## config.mk

```make
export PLATFORM = sky130hd
export DESIGN_NAME = nnet_inference_ctrl_flat
export DESIGN_NICKNAME = d
export VERILOG_FILES = /design/src/rtl/nnet_ctrl_pkg.sv /design/src/rtl/nnet_inference_ctrl_if.sv /design/src/rtl/nnet_inference_ctrl.sv /design/src/flat_wrapper.sv
export SDC_FILE = /design/constraint.sdc
export NUM_CORES = 1
export LEC_CHECK = 0
export CORE_ASPECT_RATIO = 0.75
export CORE_MARGIN = 5
export CORE_UTILIZATION = 40
export DETAILED_ROUTE_END_ITERATION = 6
export DONT_BUFFER_PORTS = 1
export PLACE_DENSITY = 0.65
export REMOVE_ABC_BUFFERS = 1
export SYNTH_ARGS = -nofsm -noshare
export SYNTH_HDL_FRONTEND = slang
export SYNTH_SLANG_ARGS = --single-unit
```

## constraint.sdc

```tcl
create_clock -name ce_clk -period 8.55 [get_ports ce_clk]
set_clock_uncertainty 0.2 [all_clocks]
set_input_delay 2.1375 -clock ce_clk [delete_from_list [all_inputs] [get_ports ce_clk]]
set_output_delay 2.1375 -clock ce_clk [all_outputs]
set_load 0.01 [all_outputs]
```

## src/rtl/nnet_ctrl_pkg.sv

```systemverilog
// Shared types and control-word layout for the nnet inference controller.
package nnet_ctrl_pkg;

  localparam int CTRL_W       = 2;
  localparam int CTRL_EN_BIT  = 0;
  localparam int CTRL_CLR_BIT = 1;

  typedef enum logic [2:0] {
    ST_IDLE,
    ST_START,
    ST_FEED,
    ST_PAD,
    ST_FLUSH,
    ST_DRAIN
  } state_t;

endpackage

```

## src/rtl/nnet_inference_ctrl_if.sv

```systemverilog
// AXI-stream style beat channel used for the wrapper and HLS data/result ports.
interface nnet_inference_ctrl_if #(parameter int DATA_W = 32);

  logic [DATA_W-1:0] tdata;
  logic              tlast;
  logic              tvalid;
  logic              tready;

  modport master (output tdata, output tlast, output tvalid, input tready);
  modport slave  (input tdata, input tlast, input tvalid, output tready);

endinterface

```

## src/rtl/nnet_inference_ctrl.sv

```systemverilog
// Frame controller between the wrapper streams and an HLS ap_ctrl_hs core.
// Optional latency counter: define NNET_CTRL_PERF_CNT_EN to add lat_cycles.
module nnet_inference_ctrl
  import nnet_ctrl_pkg::*;
#(
  parameter int SR_CTRL = 132,
  parameter int CNT_W   = 16
) (
  input  logic             ce_clk,
  input  logic             ce_rst,
  input  logic             clear,
  input  logic             set_stb,
  input  logic [7:0]       set_addr,
  input  logic [31:0]      set_data,
  input  logic [CNT_W-1:0] size_in,
  input  logic [CNT_W-1:0] size_out,
  output logic             ap_start,
  input  logic             ap_ready,
  input  logic             ap_done,
  input  logic             ap_idle,
  nnet_inference_ctrl_if.slave  s,
  nnet_inference_ctrl_if.master m,
  nnet_inference_ctrl_if.slave  r,
  nnet_inference_ctrl_if.master o,
  output logic             busy,
  output logic             err_short,
  output logic             err_long,
  output logic [31:0]      frame_cnt
`ifdef NNET_CTRL_PERF_CNT_EN
  ,
  output logic [31:0]      lat_cycles
`endif
);

  localparam logic [7:0] SR_ADDR = 8'(SR_CTRL);

  state_t            state_reg, state_next;
  logic [CTRL_W-1:0] ctrl_reg;
  logic [CNT_W-1:0]  in_cnt_reg, in_cnt_next;
  logic [CNT_W-1:0]  out_cnt_reg, out_cnt_next;
  logic [CNT_W-1:0]  size_in_reg, size_out_reg;
  logic              done_seen_reg;
  logic              err_short_reg, err_long_reg;
  logic [31:0]       frame_cnt_reg;

  logic ctrl_wr, err_clr, last_in;
  logic start_frame, frame_done, set_short, set_long;

  assign ctrl_wr = set_stb && (set_addr == SR_ADDR);
  // The clear bit lives one cycle in ctrl_reg; a same-cycle error event still sets.
  assign err_clr = ctrl_reg[CTRL_CLR_BIT];
  assign last_in = (in_cnt_reg == size_in_reg - CNT_W'(1));

  always_ff @(posedge ce_clk) begin
    if (ce_rst) begin
      ctrl_reg <= '0;
    end else if (ctrl_wr) begin
      ctrl_reg <= set_data[CTRL_W-1:0];
    end else begin
      ctrl_reg[CTRL_CLR_BIT] <= 1'b0;
    end
  end

  always_comb begin
    state_next   = state_reg;
    in_cnt_next  = in_cnt_reg;
    out_cnt_next = out_cnt_reg;
    start_frame  = 1'b0;
    frame_done   = 1'b0;
    set_short    = 1'b0;
    set_long     = 1'b0;
    ap_start     = 1'b0;
    s.tready     = 1'b0;
    m.tvalid     = 1'b0;
    m.tdata      = '0;
    m.tlast      = 1'b0;
    r.tready     = 1'b0;
    o.tvalid     = 1'b0;
    o.tdata      = '0;
    o.tlast      = 1'b0;

    case (state_reg)
      ST_IDLE: begin
        if (ctrl_reg[CTRL_EN_BIT] && s.tvalid && ap_idle &&
            (size_in != '0) && (size_out != '0)) begin
          state_next   = ST_START;
          start_frame  = 1'b1;
          in_cnt_next  = '0;
          out_cnt_next = '0;
        end
      end
      ST_START: begin
        ap_start = 1'b1;
        if (ap_ready) state_next = ST_FEED;
      end
      ST_FEED: begin
        m.tvalid = s.tvalid;
        m.tdata  = s.tdata;
        m.tlast  = last_in;
        s.tready = m.tready;
        if (s.tvalid && m.tready) begin
          in_cnt_next = in_cnt_reg + CNT_W'(1);
          if (s.tlast && !last_in) begin
            set_short  = 1'b1;
            state_next = ST_PAD;
          end else if (last_in) begin
            if (s.tlast) begin
              state_next = ST_DRAIN;
            end else begin
              set_long   = 1'b1;
              state_next = ST_FLUSH;
            end
          end
        end
      end
      ST_PAD: begin
        m.tvalid = 1'b1;
        m.tlast  = last_in;
        if (m.tready) begin
          in_cnt_next = in_cnt_reg + CNT_W'(1);
          if (last_in) state_next = ST_DRAIN;
        end
      end
      ST_FLUSH: begin
        s.tready = 1'b1;
        if (s.tvalid && s.tlast) state_next = ST_DRAIN;
      end
      ST_DRAIN: begin
        if ((out_cnt_reg == size_out_reg) && (done_seen_reg || ap_done)) begin
          state_next = ST_IDLE;
          frame_done = 1'b1;
        end
      end
      default: state_next = ST_IDLE;
    endcase

    // Result path runs independently of the input side for the whole frame.
    if (state_reg != ST_IDLE) begin
      if (out_cnt_reg != size_out_reg) begin
        o.tvalid = r.tvalid;
        o.tdata  = r.tdata;
        o.tlast  = (out_cnt_reg == size_out_reg - CNT_W'(1));
        r.tready = o.tready;
        if (r.tvalid && o.tready) out_cnt_next = out_cnt_reg + CNT_W'(1);
      end else begin
        r.tready = 1'b1;
      end
    end
  end

  always_ff @(posedge ce_clk) begin
    if (ce_rst || clear) begin
      state_reg     <= ST_IDLE;
      in_cnt_reg    <= '0;
      out_cnt_reg   <= '0;
      size_in_reg   <= '0;
      size_out_reg  <= '0;
      done_seen_reg <= 1'b0;
      err_short_reg <= 1'b0;
      err_long_reg  <= 1'b0;
      frame_cnt_reg <= '0;
    end else begin
      state_reg     <= state_next;
      in_cnt_reg    <= in_cnt_next;
      out_cnt_reg   <= out_cnt_next;
      err_short_reg <= set_short | (err_short_reg & ~err_clr);
      err_long_reg  <= set_long | (err_long_reg & ~err_clr);
      if (start_frame) begin
        size_in_reg   <= size_in;
        size_out_reg  <= size_out;
        done_seen_reg <= 1'b0;
      end else if ((state_reg != ST_IDLE) && ap_done) begin
        done_seen_reg <= 1'b1;
      end
      if (frame_done) frame_cnt_reg <= frame_cnt_reg + 32'd1;
    end
  end

  assign busy      = (state_reg != ST_IDLE);
  assign err_short = err_short_reg;
  assign err_long  = err_long_reg;
  assign frame_cnt = frame_cnt_reg;

`ifdef NNET_CTRL_PERF_CNT_EN
  logic [31:0] lat_run_reg, lat_cycles_reg;

  always_ff @(posedge ce_clk) begin
    if (ce_rst || clear) begin
      lat_run_reg    <= '0;
      lat_cycles_reg <= '0;
    end else begin
      if (start_frame) lat_run_reg <= '0;
      else if (busy)   lat_run_reg <= lat_run_reg + 32'd1;
      if (frame_done)  lat_cycles_reg <= lat_run_reg + 32'd1;
    end
  end

  assign lat_cycles = lat_cycles_reg;
`endif

endmodule

```

## src/flat_wrapper.sv

```systemverilog
// flat-port wrapper written by rule: the top's interface ports become plain ports
module nnet_inference_ctrl_flat import nnet_ctrl_pkg::*;
#(
  parameter int SR_CTRL = 132,
  parameter int CNT_W   = 16
)
  (ce_clk, ce_rst, clear, set_stb, set_addr, set_data, size_in, size_out, ap_start, ap_ready, ap_done, ap_idle, busy, err_short, err_long, frame_cnt, s_tdata, s_tlast, s_tvalid, s_tready, m_tdata, m_tlast, m_tvalid, m_tready, r_tdata, r_tlast, r_tvalid, r_tready, o_tdata, o_tlast, o_tvalid, o_tready);
  nnet_inference_ctrl_if s_i ();
  nnet_inference_ctrl_if m_i ();
  nnet_inference_ctrl_if r_i ();
  nnet_inference_ctrl_if o_i ();
  input  logic ce_clk;
  input  logic ce_rst;
  input  logic clear;
  input  logic set_stb;
  input  logic [7:0] set_addr;
  input  logic [31:0] set_data;
  input  logic [CNT_W-1:0] size_in;
  input  logic [CNT_W-1:0] size_out;
  output logic ap_start;
  input  logic ap_ready;
  input  logic ap_done;
  input  logic ap_idle;
  output logic busy;
  output logic err_short;
  output logic err_long;
  output logic [31:0] frame_cnt;
  input wire logic [$bits(s_i.tdata)-1:0] s_tdata;
  input wire logic [$bits(s_i.tlast)-1:0] s_tlast;
  input wire logic [$bits(s_i.tvalid)-1:0] s_tvalid;
  output wire logic [$bits(s_i.tready)-1:0] s_tready;
  output wire logic [$bits(m_i.tdata)-1:0] m_tdata;
  output wire logic [$bits(m_i.tlast)-1:0] m_tlast;
  output wire logic [$bits(m_i.tvalid)-1:0] m_tvalid;
  input wire logic [$bits(m_i.tready)-1:0] m_tready;
  input wire logic [$bits(r_i.tdata)-1:0] r_tdata;
  input wire logic [$bits(r_i.tlast)-1:0] r_tlast;
  input wire logic [$bits(r_i.tvalid)-1:0] r_tvalid;
  output wire logic [$bits(r_i.tready)-1:0] r_tready;
  output wire logic [$bits(o_i.tdata)-1:0] o_tdata;
  output wire logic [$bits(o_i.tlast)-1:0] o_tlast;
  output wire logic [$bits(o_i.tvalid)-1:0] o_tvalid;
  input wire logic [$bits(o_i.tready)-1:0] o_tready;
  assign s_i.tdata = s_tdata;
  assign s_i.tlast = s_tlast;
  assign s_i.tvalid = s_tvalid;
  assign s_tready = s_i.tready;
  assign m_tdata = m_i.tdata;
  assign m_tlast = m_i.tlast;
  assign m_tvalid = m_i.tvalid;
  assign m_i.tready = m_tready;
  assign r_i.tdata = r_tdata;
  assign r_i.tlast = r_tlast;
  assign r_i.tvalid = r_tvalid;
  assign r_tready = r_i.tready;
  assign o_tdata = o_i.tdata;
  assign o_tlast = o_i.tlast;
  assign o_tvalid = o_i.tvalid;
  assign o_i.tready = o_tready;
  nnet_inference_ctrl #(.SR_CTRL(SR_CTRL), .CNT_W(CNT_W)) u_core (.ce_clk(ce_clk), .ce_rst(ce_rst), .clear(clear), .set_stb(set_stb), .set_addr(set_addr), .set_data(set_data), .size_in(size_in), .size_out(size_out), .ap_start(ap_start), .ap_ready(ap_ready), .ap_done(ap_done), .ap_idle(ap_idle), .s(s_i), .m(m_i), .r(r_i), .o(o_i), .busy(busy), .err_short(err_short), .err_long(err_long), .frame_cnt(frame_cnt));
endmodule
```

Word-level counts from Yosys, hierarchy flattened

Cells that the tools add are included.

Flip-flop bits (word level): 104
Input bits: 149
Output and inout port bits: 106
Logic and storage cells: 109

$add $sub $neg: 5
Equality and inequality tests: 18
Mux-type cells: 45
Bitwise logic cells: 6
Reductions and logical operators: 24

Operators with widths:

| operator                                                                | count |
|---|---|
| 16-bit 2-to-1 mux                                                       | 8 |
| 32-bit 2-to-1 mux                                                       | 3 |
| 16-bit equality test                                                    | 3 |
| 16-bit one-hot mux with 3 select lines                                  | 1 |
| 16-bit by 1-bit adder with 16-bit output, second input constant         | 2 |
| 32-bit by 1-bit adder with 32-bit output, second input constant         | 1 |
| 16-bit nonzero test                                                     | 2 |
| 16-bit by 1-bit subtractor with 16-bit output, second input constant    | 2 |
| 3-bit 2-to-1 mux                                                        | 9 |
| 1-bit 2-to-1 mux                                                        | 21 |
| 3-bit one-hot mux with 6 select lines                                   | 1 |
| 16-bit inequality test                                                  | 1 |
| 1-bit logical AND                                                       | 11 |
| 2-bit by 1-bit inequality test with 1-bit output, second input constant | 5 |
| 8-bit equality test, second input constant                              | 1 |
| 8-bit AND reduction                                                     | 1 |
| 3-bit by 2-bit equality test with 1-bit output, second input constant   | 2 |
| 3-bit equality test, second input constant                              | 2 |
| 3-bit nonzero test                                                      | 2 |
| 2-bit OR reduction                                                      | 3 |
| 2-bit inequality test, second input constant                            | 2 |
| 1-bit one-hot mux with 2 select lines                                   | 2 |
| 4-bit AND reduction                                                     | 1 |
| 3-bit by 1-bit equality test with 1-bit output, second input constant   | 1 |
| other kinds (7)                                                         | 11 |

Logic depth before layout (Yosys ltp)

Depth after elaboration: 9
Depth in mapped cells: 10
Mapped depth without buffers: 9

Worst setup path before layout

OpenSTA, ideal clock, no wires.

Path type: in2out
From: in m_tready
To: out s_tready
Arrival time: 2347 ps
Data required time: 6213 ps
Path slack: 3866 ps
Cell stages on the path: 2
Buffers on the path: 0
Cells stage by stage: a21oi_1 > nor2_1

Cells in the longest elaborated chain, start to end: 1

RTL lines:

| what                                  | RTL line                  | source |
|---|---|---|
| start, declared                       | flat_wrapper.sv:35        | `input wire logic [$bits(m_i.tready)-1:0] m_tready;` |
| 1-bit one-hot mux with 2 select lines | nnet_inference_ctrl.sv:82 | `case (state_reg)` |
| end, declared                         | flat_wrapper.sv:31        | `output wire logic [$bits(s_i.tready)-1:0] s_tready;` |

Every way passes these cells.

Worst setup path in the final report

From: reg u_core.size_out_reg[1]
To: out o_tlast

Cells in the longest elaborated chain, start to end: 4
Elaborated cells between the ends (all ways): 5
Those cells by class: add/sub (1); eq/ne (2); mux (2)

RTL lines:

| what                                          | RTL line                   | source |
|---|---|---|
| start, declared                               | nnet_inference_ctrl.sv:41  | `logic [CNT_W-1:0] size_in_reg, size_out_reg;` |
| start signal, assigned                        | nnet_inference_ctrl.sv:170 | `size_out_reg <= size_out;` |
| 16-bit by 1-bit subtractor with 16-bit output | nnet_inference_ctrl.sv:142 | `o.tlast = (out_cnt_reg == size_out_reg - CNT_W'(1));` |
| 16-bit equality test                          | nnet_inference_ctrl.sv:142 |  |
| 1-bit 2-to-1 mux (*)                          | nnet_inference_ctrl.sv:139 | `if (out_cnt_reg != size_out_reg) begin` |
| 1-bit 2-to-1 mux (*)                          | nnet_inference_ctrl.sv:138 | `if (state_reg != ST_IDLE) begin` |
| end, declared                                 | flat_wrapper.sv:41         | `output wire logic [$bits(o_i.tlast)-1:0] o_tlast;` |

Every way passes the cells marked *; elsewhere a longest branch is shown, timed or not.

==> metrics.yaml <==
critical_path:
  timing.rr.start: "u_core.size_out_reg[3]$_SDFFE_PP0P_"
  path_max_fanout: 5
  r2r_slack_ns: 4.85
  cp-start-kind: "register"
  reg2reg_depth: 7
  critPathLaunch: "u_core.size_out_reg[1]$_SDFFE_PP0P_"
  arrival_ns: 3.12
  cp.required_ns: 6.21
  r2r_end: "u_core.frame_cnt[31]$_SDFFE_PP0P_"
  worst_setup_path_end_kind: "primary output"
  path_class: "register to primary output"
  crit_path_end: "o_tlast"
layout:
  synthToLayoutAreaGrowth_pct: 7.67
  fin_cells: 972
  fill_cells: 1529
  largest_reg_flops: 32
  final_common_cell: "nor2_1"
  final_cell_mix: "nor2_1, dfxtp_1, and2_1, nand2_1"
  layout.area.seq_sq_um: 2080
  multi_input_area_sq_um: 3890
  antenna_cells: 0
  layout.nets: 916
  drive_gt1_frac: 0.0456
route:
  drtIter0Drc: 383
  antenna_left: 0
  wire_per_inst_um: 18.3
  dr.pass1.iters: 5
  drc: 0
  viasPerCell: 5.58
  drt-total-wl_um: 17800
  vias: 5421
global_route:
  grt-ovfl-total: 0
  antenna_found_initial: 0
  grt_pass1_wl_um: 28500
  grt_max_degree: 52
  grtUsageTotal: 0.192
  grt_pass1_vias: 4981
hold_path:
  hold_depth: 2
  hp-class: "register to register"
sta:
  slew_violations: 0
  clock.fmax_ghz: 0.183
  setup_viol: 0
  worst_pin_slew_ns: 1.15
  holdWs_ns: 0.288
  slew_headroom: 0.230
  hold_violations: 0
  rsz0062_at_grt: "false"
  final.min_clock_period_ns: 5.46
  fin_setup_tns_ns: 0
  min_period_over_period: 0.639
clocking:
  cts_max_level: 3
  cts_buffer_depth: 2
  clk_latency_ns: 0.35
  cts_tree: "done"
  cts-resized-gates: 0
  root_buffer: "clkbuf_16"
  clock_sinks: 104
  cts_setup_buffers: 0
  cts_buffers: 9
  clkSlewWorstSetupHoldPaths_ns: 0.08
  postCtsHoldBufs: 0
power:
  power_density_nw_per_um2: 142
  finalPower_uw: 943
  power_leakage_nw: 2.27
  ir_worst_vdd_mv: 0.0994
yosys:
  seq_area_frac_synth: 0.337
  async_reset_ff_frac: 0
  synth_flop_cell: "dfxtp_1"
  synth_edf_count: 0
  ys_ff_latch: 104
  synthCells: 784
  avgSynthCellArea_sq_um: 7.88
  ys_types: 54
  netlist_area_sq_um: 6180
  yosysWarnings: 0
die:
  coreArea_sq_um: 15200
  die_h_um: 118
  ios: 255
  start_util: 0.407
  die_w_um: 154
  dieArea_sq_um: 18100
  core.rowCount: 39
placement:
  io_buffers: 0
  gp_congestion: 0.850
  dp_hpwl_um: 13800
  dp_cells: 956
flow_run:
  drv_cap: 0
outcome:
  status: "complete, no violations"
-- per-stage QoR --
step           area [sq um]  worst slack (ns)   util
5_1_grt                6650              2.84  0.438
2_1_floorplan          6030             0.353      -
4_1_cts                6650              3.06  0.438
6_report               6650              3.09  0.438
3_3_place_gp           6330              3.46  0.417
3_5_place_dp           6330              3.46  0.417
-- power breakdown --
| part | switching [mW] | leakage [nW] | internal (mW) |
|---|---|---|---|
| combinational | 0.0108 | 1.27 | 0.00326 |
| clock | 0.208 | 0.157 | 0.237 |
| sequential | 0.0000284 | 0.837 | 0.484 |
| total | 0.219 | 2.27 | 0.724 |
-- layout make-up --
class                   instances  area share
clock buffers                   9      0.0338
clock inverters                 7      0.0147
inverters                      19      0.0107
multi-input cells             624       0.585
flip-flops and latches        104       0.313
well taps                     205      0.0385
repair buffers                  4     0.00451
-- synthesized netlist by cell type (4+ instances only) --
library cell | n | area share
nor3_1 | 26 | 0.021
o21ai_0 | 17 | 0.014
or4_1 | 5 | 0.0061
or3_1 | 17 | 0.017
nand3_1 | 32 | 0.026
clkbuf_1 | 31 | 0.019
and4_1 | 4 | 0.0057
o211ai_1 | 9 | 0.011
dfxtp_1 | 104 | 0.34
inv_1 | 19 | 0.012
buf_2 | 4 | 0.0032
nand2b_1 | 5 | 0.0051
nor4_1 | 23 | 0.023
and3_1 | 13 | 0.013
mux2i_1 | 36 | 0.058
nor3b_1 | 5 | 0.0061
a21oi_1 | 44 | 0.036
nand4_1 | 22 | 0.022
xor2_1 | 34 | 0.048
ha_1 | 5 | 0.010
nor2_1 | 114 | 0.069
xnor2_1 | 43 | 0.061
and2_1 | 69 | 0.070
a211o_1 | 5 | 0.0071
nand2_1 | 44 | 0.027
o31ai_1 | 4 | 0.0049
a31oi_1 | 5 | 0.0051
-- logic make-up (layout without fill, tap and decap cells) --
group                    count (synthesis)  after routing  synth area share
adder cells (fa/ha/maj)                  5              5            0.0101
AO/OA/AOI/OAI                          106            106             0.107
buffers and inverters                   56             39            0.0360
multiplexers                            36             36            0.0583
XOR/XNOR                                77             77             0.109
AND/OR/NAND/NOR                        400            400             0.343
flip-flops                             104            104             0.337
-- worst max-delay path, stage by stage (launching register included) --
cell      delay [ns]
dfxtp_1         0.37
inv_1           0.07
ha_1            0.20
nor2b_1         0.24
nor4b_1         0.59
and3_1          0.25
nor3_1          0.05
a211o_1         0.27
a221o_1         0.32
a211oi_1        0.43
-- routing by layer --
metal,global-route usage,part of all wire
met3,0.0654,0.093
met4,0.0309,0.0056
met2,0.286,0.43
met1,0.274,0.47
met5,0,0
-- worst min-delay path by stage --
stage / startpoint / endpoint / slack [ns]
2_1_floorplan: u_core.done_seen_reg$_SDFFE_PP0P_ / u_core.done_seen_reg$_SDFFE_PP0P_ / 0.24
3_3_place_gp: u_core.done_seen_reg$_SDFFE_PP0P_ / u_core.done_seen_reg$_SDFFE_PP0P_ / 0.25
3_5_place_dp: u_core.done_seen_reg$_SDFFE_PP0P_ / u_core.done_seen_reg$_SDFFE_PP0P_ / 0.27
4_1_cts: u_core.done_seen_reg$_SDFFE_PP0P_ / u_core.done_seen_reg$_SDFFE_PP0P_ / 0.29
5_1_grt: u_core.done_seen_reg$_SDFFE_PP0P_ / u_core.done_seen_reg$_SDFFE_PP0P_ / 0.30
6_report: u_core.done_seen_reg$_SDFFE_PP0P_ / u_core.done_seen_reg$_SDFFE_PP0P_ / 0.29
Note: power is estimated with default switching activity, not from simulation.
